<file path="config.mk">
export PLATFORM = sky130hd
export DESIGN_NAME = seq_div_param
export DESIGN_NICKNAME = d
export VERILOG_FILES = /design/src/rtl/seq_div_param.sv
export SDC_FILE = /design/constraint.sdc
export NUM_CORES = 1
export LEC_CHECK = 0
export ABC_CLOCK_PERIOD_IN_PS = 2230
export BUFFER_PORTS_ARGS = -buffer_cell sky130_fd_sc_hd__buf_4
export CAP_MARGIN = 20
export CORE_ASPECT_RATIO = 0.9
export CORE_UTILIZATION = 52
export DETAILED_ROUTE_END_ITERATION = 12
export PLACE_DENSITY_LB_ADDON = 0.1
export SLEW_MARGIN = 0
export SYNTH_ARGS = -nofsm -noshare
export SYNTH_HDL_FRONTEND = slang
export SYNTH_SLANG_ARGS = --single-unit
</file>
<file path="constraint.sdc">
create_clock -name clk -period 2.23 [get_ports clk]
set_input_delay 0.223 -clock clk [delete_from_list [all_inputs] [get_ports clk]]
set_output_delay 0.223 -clock clk [all_outputs]
set_load 0.02 [all_outputs]
</file>
<file path="src/rtl/seq_div_param.sv">
// Restoring divider: signed/unsigned W-bit quotient and remainder, with divide-by-zero and overflow flags.
// Latency: W+1 edges from accepting start to the done pulse (1 edge for divide-by-zero).
// Backpressure: start is ignored while busy; done is a one-cycle pulse that needs no acknowledge.
module seq_div_param #(
    parameter int W      = 8,
    parameter bit SIGNED = 1'b1
) (
    input  logic         clk,
    input  logic         rst,
    input  logic         start,
    input  logic [W-1:0] dividend,
    input  logic [W-1:0] divisor,
    output logic [W-1:0] quot,
    output logic [W-1:0] rem,
    output logic         busy,
    output logic         done,
    output logic         dbz,
    output logic         ovf
);

    localparam int          CW  = $clog2(W + 1);
    localparam logic [W-1:0] MIN = {1'b1, {(W-1){1'b0}}};

    typedef enum logic [1:0] {IDLE, CALC, FIX} state_t;

    state_t        state;
    logic [W-1:0]  a;          // partial remainder
    logic [W-1:0]  q;          // quotient bits shift in here; holds raw dividend on the dbz path
    logic [W-1:0]  dvs;        // divisor magnitude
    logic [CW-1:0] cnt;
    logic          sgn_dd;
    logic          sgn_dv;
    logic          dbz_path;
    logic          ovf_pend;

    logic          dd_neg;
    logic          dv_neg;
    logic [W-1:0]  dd_mag;
    logic [W-1:0]  dv_mag;
    logic [W:0]    a_sh;
    logic [W:0]    trial;

    // Operand magnitudes and one restoring step; trial is one bit wider so its MSB is the sign.
    always_comb begin
        dd_neg = SIGNED && dividend[W-1];
        dv_neg = SIGNED && divisor[W-1];
        dd_mag = dd_neg ? -dividend : dividend;
        dv_mag = dv_neg ? -divisor  : divisor;
        a_sh   = {a, q[W-1]};
        trial  = a_sh - {1'b0, dvs};
    end

    // Control FSM with registered results; MIN/-1 needs no special datapath since 2^(W-1) wraps to MIN.
    always_ff @(posedge clk or negedge rst) begin
        if (!rst) begin
            state    <= IDLE;
            a        <= '0;
            q        <= '0;
            dvs      <= '0;
            cnt      <= '0;
            sgn_dd   <= 1'b0;
            sgn_dv   <= 1'b0;
            dbz_path <= 1'b0;
            ovf_pend <= 1'b0;
            quot     <= '0;
            rem      <= '0;
            busy     <= 1'b0;
            done     <= 1'b0;
            dbz      <= 1'b0;
            ovf      <= 1'b0;
        end else begin
            done <= 1'b0;
            case (state)
                IDLE: begin
                    if (start) begin
                        busy     <= 1'b1;
                        dbz      <= 1'b0;
                        ovf      <= 1'b0;
                        sgn_dd   <= dd_neg;
                        sgn_dv   <= dv_neg;
                        dvs      <= dv_mag;
                        a        <= '0;
                        cnt      <= '0;
                        ovf_pend <= SIGNED && (dividend == MIN) && (divisor == '1);
                        if (divisor == '0) begin
                            dbz_path <= 1'b1;
                            q        <= dividend;
                            state    <= FIX;
                        end else begin
                            dbz_path <= 1'b0;
                            q        <= dd_mag;
                            state    <= CALC;
                        end
                    end
                end
                CALC: begin
                    a   <= trial[W] ? a_sh[W-1:0] : trial[W-1:0];
                    q   <= {q[W-2:0], ~trial[W]};
                    cnt <= cnt + 1'b1;
                    if (cnt == CW'(W - 1)) begin
                        state <= FIX;
                    end
                end
                FIX: begin
                    if (dbz_path) begin
                        quot <= '1;
                        rem  <= q;
                        dbz  <= 1'b1;
                    end else begin
                        quot <= (sgn_dd ^ sgn_dv) ? -q : q;
                        rem  <= sgn_dd ? -a : a;
                        ovf  <= ovf_pend;
                    end
                    done  <= 1'b1;
                    busy  <= 1'b0;
                    state <= IDLE;
                end
                default: state <= IDLE;
            endcase
        end
    end

endmodule

</file>
==> results.sh, run 1 <==
export IMPL_status="finished with violations"
export IMPL_failed_checks="negative setup slack"
export IMPL_placed_cell_area_um2=3770
export IMPL_leakagePower_nw=1.83
export IMPL_cpMostUsedCell="inv_2"
export IMPL_dp_cells=499
export IMPL_globalRouteTotalUtil_pct=24.2
export IMPL_ys_top_cells_by_area="dfrtp_1, ha_1, nand2_1"
export IMPL_async_flop_share_pct=100
export IMPL_ir_worst_vdd_v=0.000713
export IMPL_drv_cap=0
export IMPL_worst_setup_path_end_kind="register"
export IMPL_slowest_delay_ps=390
export IMPL_netlist_area_um2=3290
export IMPL_fin_tns_setup_ps=-108
export IMPL_area_delta_synth_final_pct=19.7
export IMPL_initial_core_util_pct=53.7
export IMPL_cts_tree="done"
export IMPL_required_ps=2420
export IMPL_ys_flop_type="dfrtp_1"
export IMPL_cellPowerDensity_nw_per_um2=1620
export IMPL_synth_warnings=0
export IMPL_drt_total_wl_um=7460
export IMPL_cts_htree_levels=2
export IMPL_synth_edff_count=0
export IMPL_path_clk_slew_ps=90
export IMPL_synth_seq_cells=54
export IMPL_fillCellCount=526
export IMPL_final_nets=459
export IMPL_final_core_util_pct=64.3
export IMPL_critPathArrivalTime_ps=2460
export IMPL_grt_pass1_wl_um=12500
export IMPL_yosysTopAreaCell="dfrtp_1"
export IMPL_crit_type="reg -> reg"
export IMPL_core_um2=6110
export IMPL_worst_pin_slew_ps=724
export IMPL_layout_drive_gt1_share_pct=19.5
export IMPL_netlist_instances=372
export IMPL_drt_iter0_drc=179
export IMPL_hpwl_um=5540
export IMPL_crit_path_start_kind="register"
export IMPL_dieArea_um2=6640
export IMPL_worstSkewPairLatency_ps=310
export IMPL_syn_avg_cell_area_um2=8.83
export IMPL_dr_pass1_iters=4
export IMPL_final_cells=513
export IMPL_slew_violations=0
export IMPL_grt_overflow_total=0
export IMPL_yosysTopAreaCellShare_pct=41.1
export IMPL_wl_per_cell_um=14.5
export IMPL_rsz0062_at_grt="yes"
export IMPL_r2r_slack_ps=-40
export IMPL_design_area_um2=3930
export IMPL_gp_congestion=0.851
export IMPL_diodes=0
export IMPL_cts_sinks=54
export IMPL_port_buffers=38
export IMPL_synth_most_common_cell="dfrtp_1"
export IMPL_drcViolationCount=0
export IMPL_hold_viol=0
export IMPL_yosysUniqueCellTypes=53
export IMPL_clock_fmax_mhz=441
export IMPL_critPathTopFamily="compound AO/OA/AOI/OAI gates"
export IMPL_cp_cell_sequence="inv_2 -> ha_4 -> inv_2 -> fa_2 -> a211oi_4 -> o211ai_2 -> a221oi_2 -> buf_6 -> mux2i_1 -> o2bb2ai_1"
export IMPL_hp_class="in -> reg"
export IMPL_numCtsBuffers=5
export IMPL_vias=2796
export IMPL_cp_num_buf_inv=3
export IMPL_grt_max_degree=55
export IMPL_grt_pass1_vias=2571
export IMPL_maxSlewHeadroom_pct=51.6
export IMPL_ant_nets=0
export IMPL_rows=27
export IMPL_clock_skew_ps=10.4
export IMPL_synth_seq_area_share_pct=41.1
export IMPL_fin_crit_sh_pct=102
export IMPL_path_max_fanout=6
export IMPL_cts_buffer_depth=2
export IMPL_synth_nets=406
export IMPL_synthTopCellsByCount="dfrtp_1, nand2_1, o21ai_0, nor2_1, a21oi_1"
export IMPL_vias_per_cell=5.45
export IMPL_die_height_um=77.4
export IMPL_slowest_stage="dfrtp_1"
export IMPL_layout_min_cycle_time_ps=2270
export IMPL_clockRootBuffer="clkbuf_8"
export IMPL_setup_viol=7
export IMPL_ios=39
export IMPL_antenna_found_initial=0
export IMPL_setup_ws_ps=-37.7
export IMPL_die_w_um=85.8
==> what timing repair did <==
action,4_1_cts,5_1_grt
cloned,1,0
buffers inserted,2,3
pin swaps,6,2
hold buffers,1,0
endpoints found under the setup margin,9,9
hold endpoints to repair,54,0
resized for setup,2,1
==> tightest hold or removal path: stages <==
cell and delay (ps):
buf_4 120, nand3b_1 70, a21oi_1 60
==> registers in the layout, indices dropped and copies added (netlist names) <==
| signal | count |
|---|---|
| a | 8 |
| busy | 1 |
| cnt | 4 |
| dbz | 1 |
| dbz_path | 1 |
| done | 1 |
| dvs | 8 |
| ovf | 1 |
| ovf_pend | 1 |
| q | 8 |
| quot | 8 |
| rem | 8 |
| sgn_dd | 1 |
| sgn_dv | 1 |
| state | 2 |
==> layer usage <==
layer  GRT usage, %  vias to the layer above  wire length [um]
met5              0                        -                 0
met4           6.67                        0                91
met3           3.30                        9               256
met2           37.0                       64              3380
met1           36.0                     1318              3730
li1               -                     1405                 -
==> final timing paths <==
path,start,end,cells past startpoint
worst max-delay path,q[7],a[3],10
worst min-delay path,start,state[1],3
worst max register to register,q[7],a[3],10
worst min register to register,quot[0],quot[0],2
max in group asynchronous,rst,a[2],2
min in group asynchronous,rst,rem[3],2
==> cells by family (layout without fill, tap and decap cells) <==
kind of cell	count (synthesis)	in the layout	synth area share (%)
adder cells (fa/ha/maj)	15	15	5.94
flip-flops	54	54	41.1
buffers and inverters	41	95	4.99
XOR/XNOR	27	27	7.20
AND/OR/NAND/NOR	124	124	17.9
AO/OA/AOI/OAI	98	98	18.9
multiplexers	13	13	4.00
==> stage by stage <==
step | power [mW] | hold WS [ps] | setup WS [ps]
floorplan | 4.46 | -72.6 | -61.6
global placement | 5.40 | 303 | -49.9
detailed placement | 5.52 | 309 | -153
CTS | 6.31 | 201 | -42.7
global route | 6.89 | 215 | -184
finish | 6.37 | 212 | -37.7
==> cell usage in the layout (no fill, tap or decap), types with 6 or more instances in the layout <==
cell type  count
nand2b_1       7
ha_1          13
buf_4         63
inv_1         20
nand2_1       44
o21ai_0       32
mux2i_1       12
o21ai_1        7
dfrtp_1       54
nor2_1        29
a21oi_1       24
nand3_1       14
nor3_1         6
xor2_1        11
xnor2_1       16
==> final cells by class <==
class / instances / area, um^2 / area share, %
Timing Repair Buffer: 65 / 494 / 12.6
Multi-Input combinational cell: 277 / 1790 / 45.5
Clock inverter: 1 / 30.0 / 0.764
Sequential cell: 54 / 1350 / 34.4
Clock buffer: 7 / 76.3 / 1.94
Inverter: 22 / 82.6 / 2.10
Tap cell: 87 / 109 / 2.77
==> where the power goes <==
| part | total, mW | switching (mW) | internal [mW] |
|---|---|---|---|
| Clock | 0.655 | 0.318 | 0.337 |
| Sequential | 1.77 | 0.363 | 1.41 |
| Combinational | 3.95 | 2.12 | 1.83 |
(Power assumes the default switching activity.)
==> run 2: changes to the inputs <==
Settings changed: ABC_AREA set to 1.
==> run 2 against run 1 <==
  * The run now ends clean
  * Combinational power down 4%
  * Routed wire length up 3.9%
  * Critical path depth up 2
  * Global-route usage up 0.19 points
  * Via count up 11%
  * Critical endpoint is now a[4]
  * Largest cell class unchanged
  * Largest power group unchanged
==> results.sh, run 2 <==
export IMPL_clock_skew_ps=6.04
export IMPL_netlist_area_um2=3480
export IMPL_rows=27
export IMPL_port_buffers=38
export IMPL_final_cell_mix="nand2_1, inv_1, dfrtp_1"
export IMPL_fin_tns_setup_ps=0
export IMPL_layout_commonest_cell="nand2_1"
export IMPL_crit_type="reg -> reg"
export IMPL_yosysUniqueCellTypes=39
export IMPL_die_height_um=79.6
export IMPL_power_mw=6.16
export IMPL_drt_iter0_drc=256
export IMPL_layout_min_cycle_time_ps=2040
export IMPL_worst_pin_slew_ps=653
export IMPL_yosysTopAreaCellShare_pct=38.8
export IMPL_gp_congestion=0.924
export IMPL_critPathArrivalTime_ps=2240
export IMPL_worstSkewPairLatency_ps=310
export IMPL_hold_viol=0
export IMPL_dieArea_um2=7020
export IMPL_yosysTopAreaCell="dfrtp_1"
export IMPL_crit_path_start_kind="register"
export IMPL_ios=39
export IMPL_syn_avg_cell_area_um2=7.60
export IMPL_antenna_found_initial=0
export IMPL_diodes=0
export IMPL_grt_pass1_vias=2824
export IMPL_final_cells=588
export IMPL_synth_nets=492
export IMPL_synth_seq_area_share_pct=38.8
export IMPL_clock_fmax_mhz=491
export IMPL_layout_drive_gt1_share_pct=16.0
export IMPL_synth_most_common_cell="nand2_1"
export IMPL_synth_seq_cells=54
export IMPL_grt_overflow_total=0
export IMPL_setup_viol=0
export IMPL_vias=3091
export IMPL_drt_total_wl_um=7750
export IMPL_holdWs_ps=207
export IMPL_grt_pass1_wl_um=13200
export IMPL_maxSlewHeadroom_pct=56.5
export IMPL_drcViolationCount=0
export IMPL_path_max_fanout=6
export IMPL_area_delta_synth_final_pct=14.0
export IMPL_ys_top_cells_by_area="dfrtp_1, nand2_1, inv_1"
export IMPL_core_um2=6280
export IMPL_fin_crit_sh_pct=91.4
export IMPL_cts_sinks=54
export IMPL_netlist_instances=458
export IMPL_path_clk_slew_ps=100
export IMPL_cts_tree="done"
export IMPL_die_w_um=88.2
export IMPL_grt_max_degree=55
export IMPL_dr_pass1_iters=4
export IMPL_async_flop_share_pct=100
export IMPL_hpwl_um=6140
export IMPL_synth_edff_count=0
export IMPL_post_cts_setup_buffers=0
export IMPL_ant_nets=0
export IMPL_synthTopCellsByCount="nand2_1, inv_1, dfrtp_1, nand3_1, o21ai_0"
export IMPL_cts_htree_levels=2
export IMPL_cellPowerDensity_nw_per_um2=1550
export IMPL_rr_worst_depth=12
export IMPL_worst_setup_path_end_kind="register"
export IMPL_numCtsBuffers=5
export IMPL_required_ps=2430
export IMPL_clockRootBuffer="clkbuf_8"
export IMPL_vias_per_cell=5.26
export IMPL_status="finished, final reports clean"
export IMPL_slew_violations=0
export IMPL_rsz0062_at_grt="no"
export IMPL_drv_cap=0
export IMPL_r2r_slack_ps=190
export IMPL_dp_cells=579
export IMPL_initial_core_util_pct=55.4
export IMPL_ys_flop_type="dfrtp_1"
export IMPL_min_path_cells=3
export IMPL_ir_worst_vdd_v=0.000500
export IMPL_cts_buffer_depth=2
export IMPL_final_nets=534
export IMPL_hp_class="in -> reg"
export IMPL_synth_warnings=0
export IMPL_leakagePower_nw=2.09
export IMPL_globalRouteTotalUtil_pct=24.4
export IMPL_wl_per_cell_um=13.2
-- run 2: changes by cell type in the layout (fill, tap and decap cells not counted), moves of 6 or more --
cell / before / now
o21ai_0: 32 / 25
nand3_1: 14 / 44
mux2i_1: 12 / 1
xnor2_1: 16 / 1
buf_4: 63 / 42
inv_1: 20 / 60
a22oi_1: 0 / 6
a21oi_1: 24 / 12
nand2_1: 44 / 132
nand2b_1: 7 / 0
nand2_2: 0 / 8
o21ai_1: 7 / 1
-- run 2: power breakdown --
part / internal (mW) / switching, mW / leakage [nW] / total, mW
Combinational: 1.44 / 2.34 / 1.38 / 3.78
Sequential: 1.42 / 0.380 / 0.667 / 1.80
Clock: 0.257 / 0.323 / 0.0489 / 0.580
-- run 2: final cells by class --
cell class              instances  area, um^2
multi-input cells             330        1830
well taps                      87         109
flip-flops and latches         54        1350
fillers                       583        2320
clock buffers                   7        86.3
inverters                      66         250
clock inverters                 1        8.76
repair buffers                 43         325
-- run 2: what timing repair did --
item,in CTS,in global routing
hold buffers,1,0
hold endpoints to repair,54,0
gates resized for setup,0,0
-- run 2: worst paths after layout --
path / to / startpoint
max in group asynchronous: a[3] / rst
min in group asynchronous: a[4] / rst
setup reg to reg: a[4] / q[7]
setup / recovery: a[4] / q[7]
hold reg to reg: dbz / dbz
hold / removal: dvs[6] / divisor[6]
-- run 2: metrics by stage --
stage          instance area, um^2  utilization [%]  setup WS (ps)
2_1_floorplan                 3480                -            394
5_1_grt                       3970             63.1           44.4
6_report                      3970             63.1            192
3_3_place_gp                  3860             61.4            298
3_5_place_dp                  3860             61.4            224
4_1_cts                       3970             63.1            189
-- run 2: critical path, cell delays in order, from the launching register on --
cell and delay (ps):
dfrtp_1 390, inv_1 140, ha_1 160, inv_1 60, fa_1 400, nand2_1 90
nand2_2 80, nand3_4 110, nand3_2 170, nand2_4 140, nand2_1 60, nand3_1 60
nand2_1 60
-- run 2: cells by family (layout without fill, tap and decap cells) --
| kind of cell | Yosys count | count (layout) | synth area share (%) |
|---|---|---|---|
| flops | 54 | 54 | 38.8 |
| xor+xnor | 11 | 11 | 2.77 |
| compound gates | 65 | 65 | 11.5 |
| fa+ha+maj | 15 | 15 | 5.61 |
| simple gates | 238 | 238 | 32.5 |
| buf+inv | 74 | 117 | 8.45 |
| mux | 1 | 1 | 0.288 |
-- run 2: per-layer routing --
layer | global-route usage, % | vias up | wire length (um)
met3 | 3.62 | 6 | 417
li1 | - | 1579 | -
met2 | 38.9 | 83 | 3490
met5 | 0 | - | 0
met1 | 35.1 | 1423 | 3780
met4 | 4.84 | 0 | 69
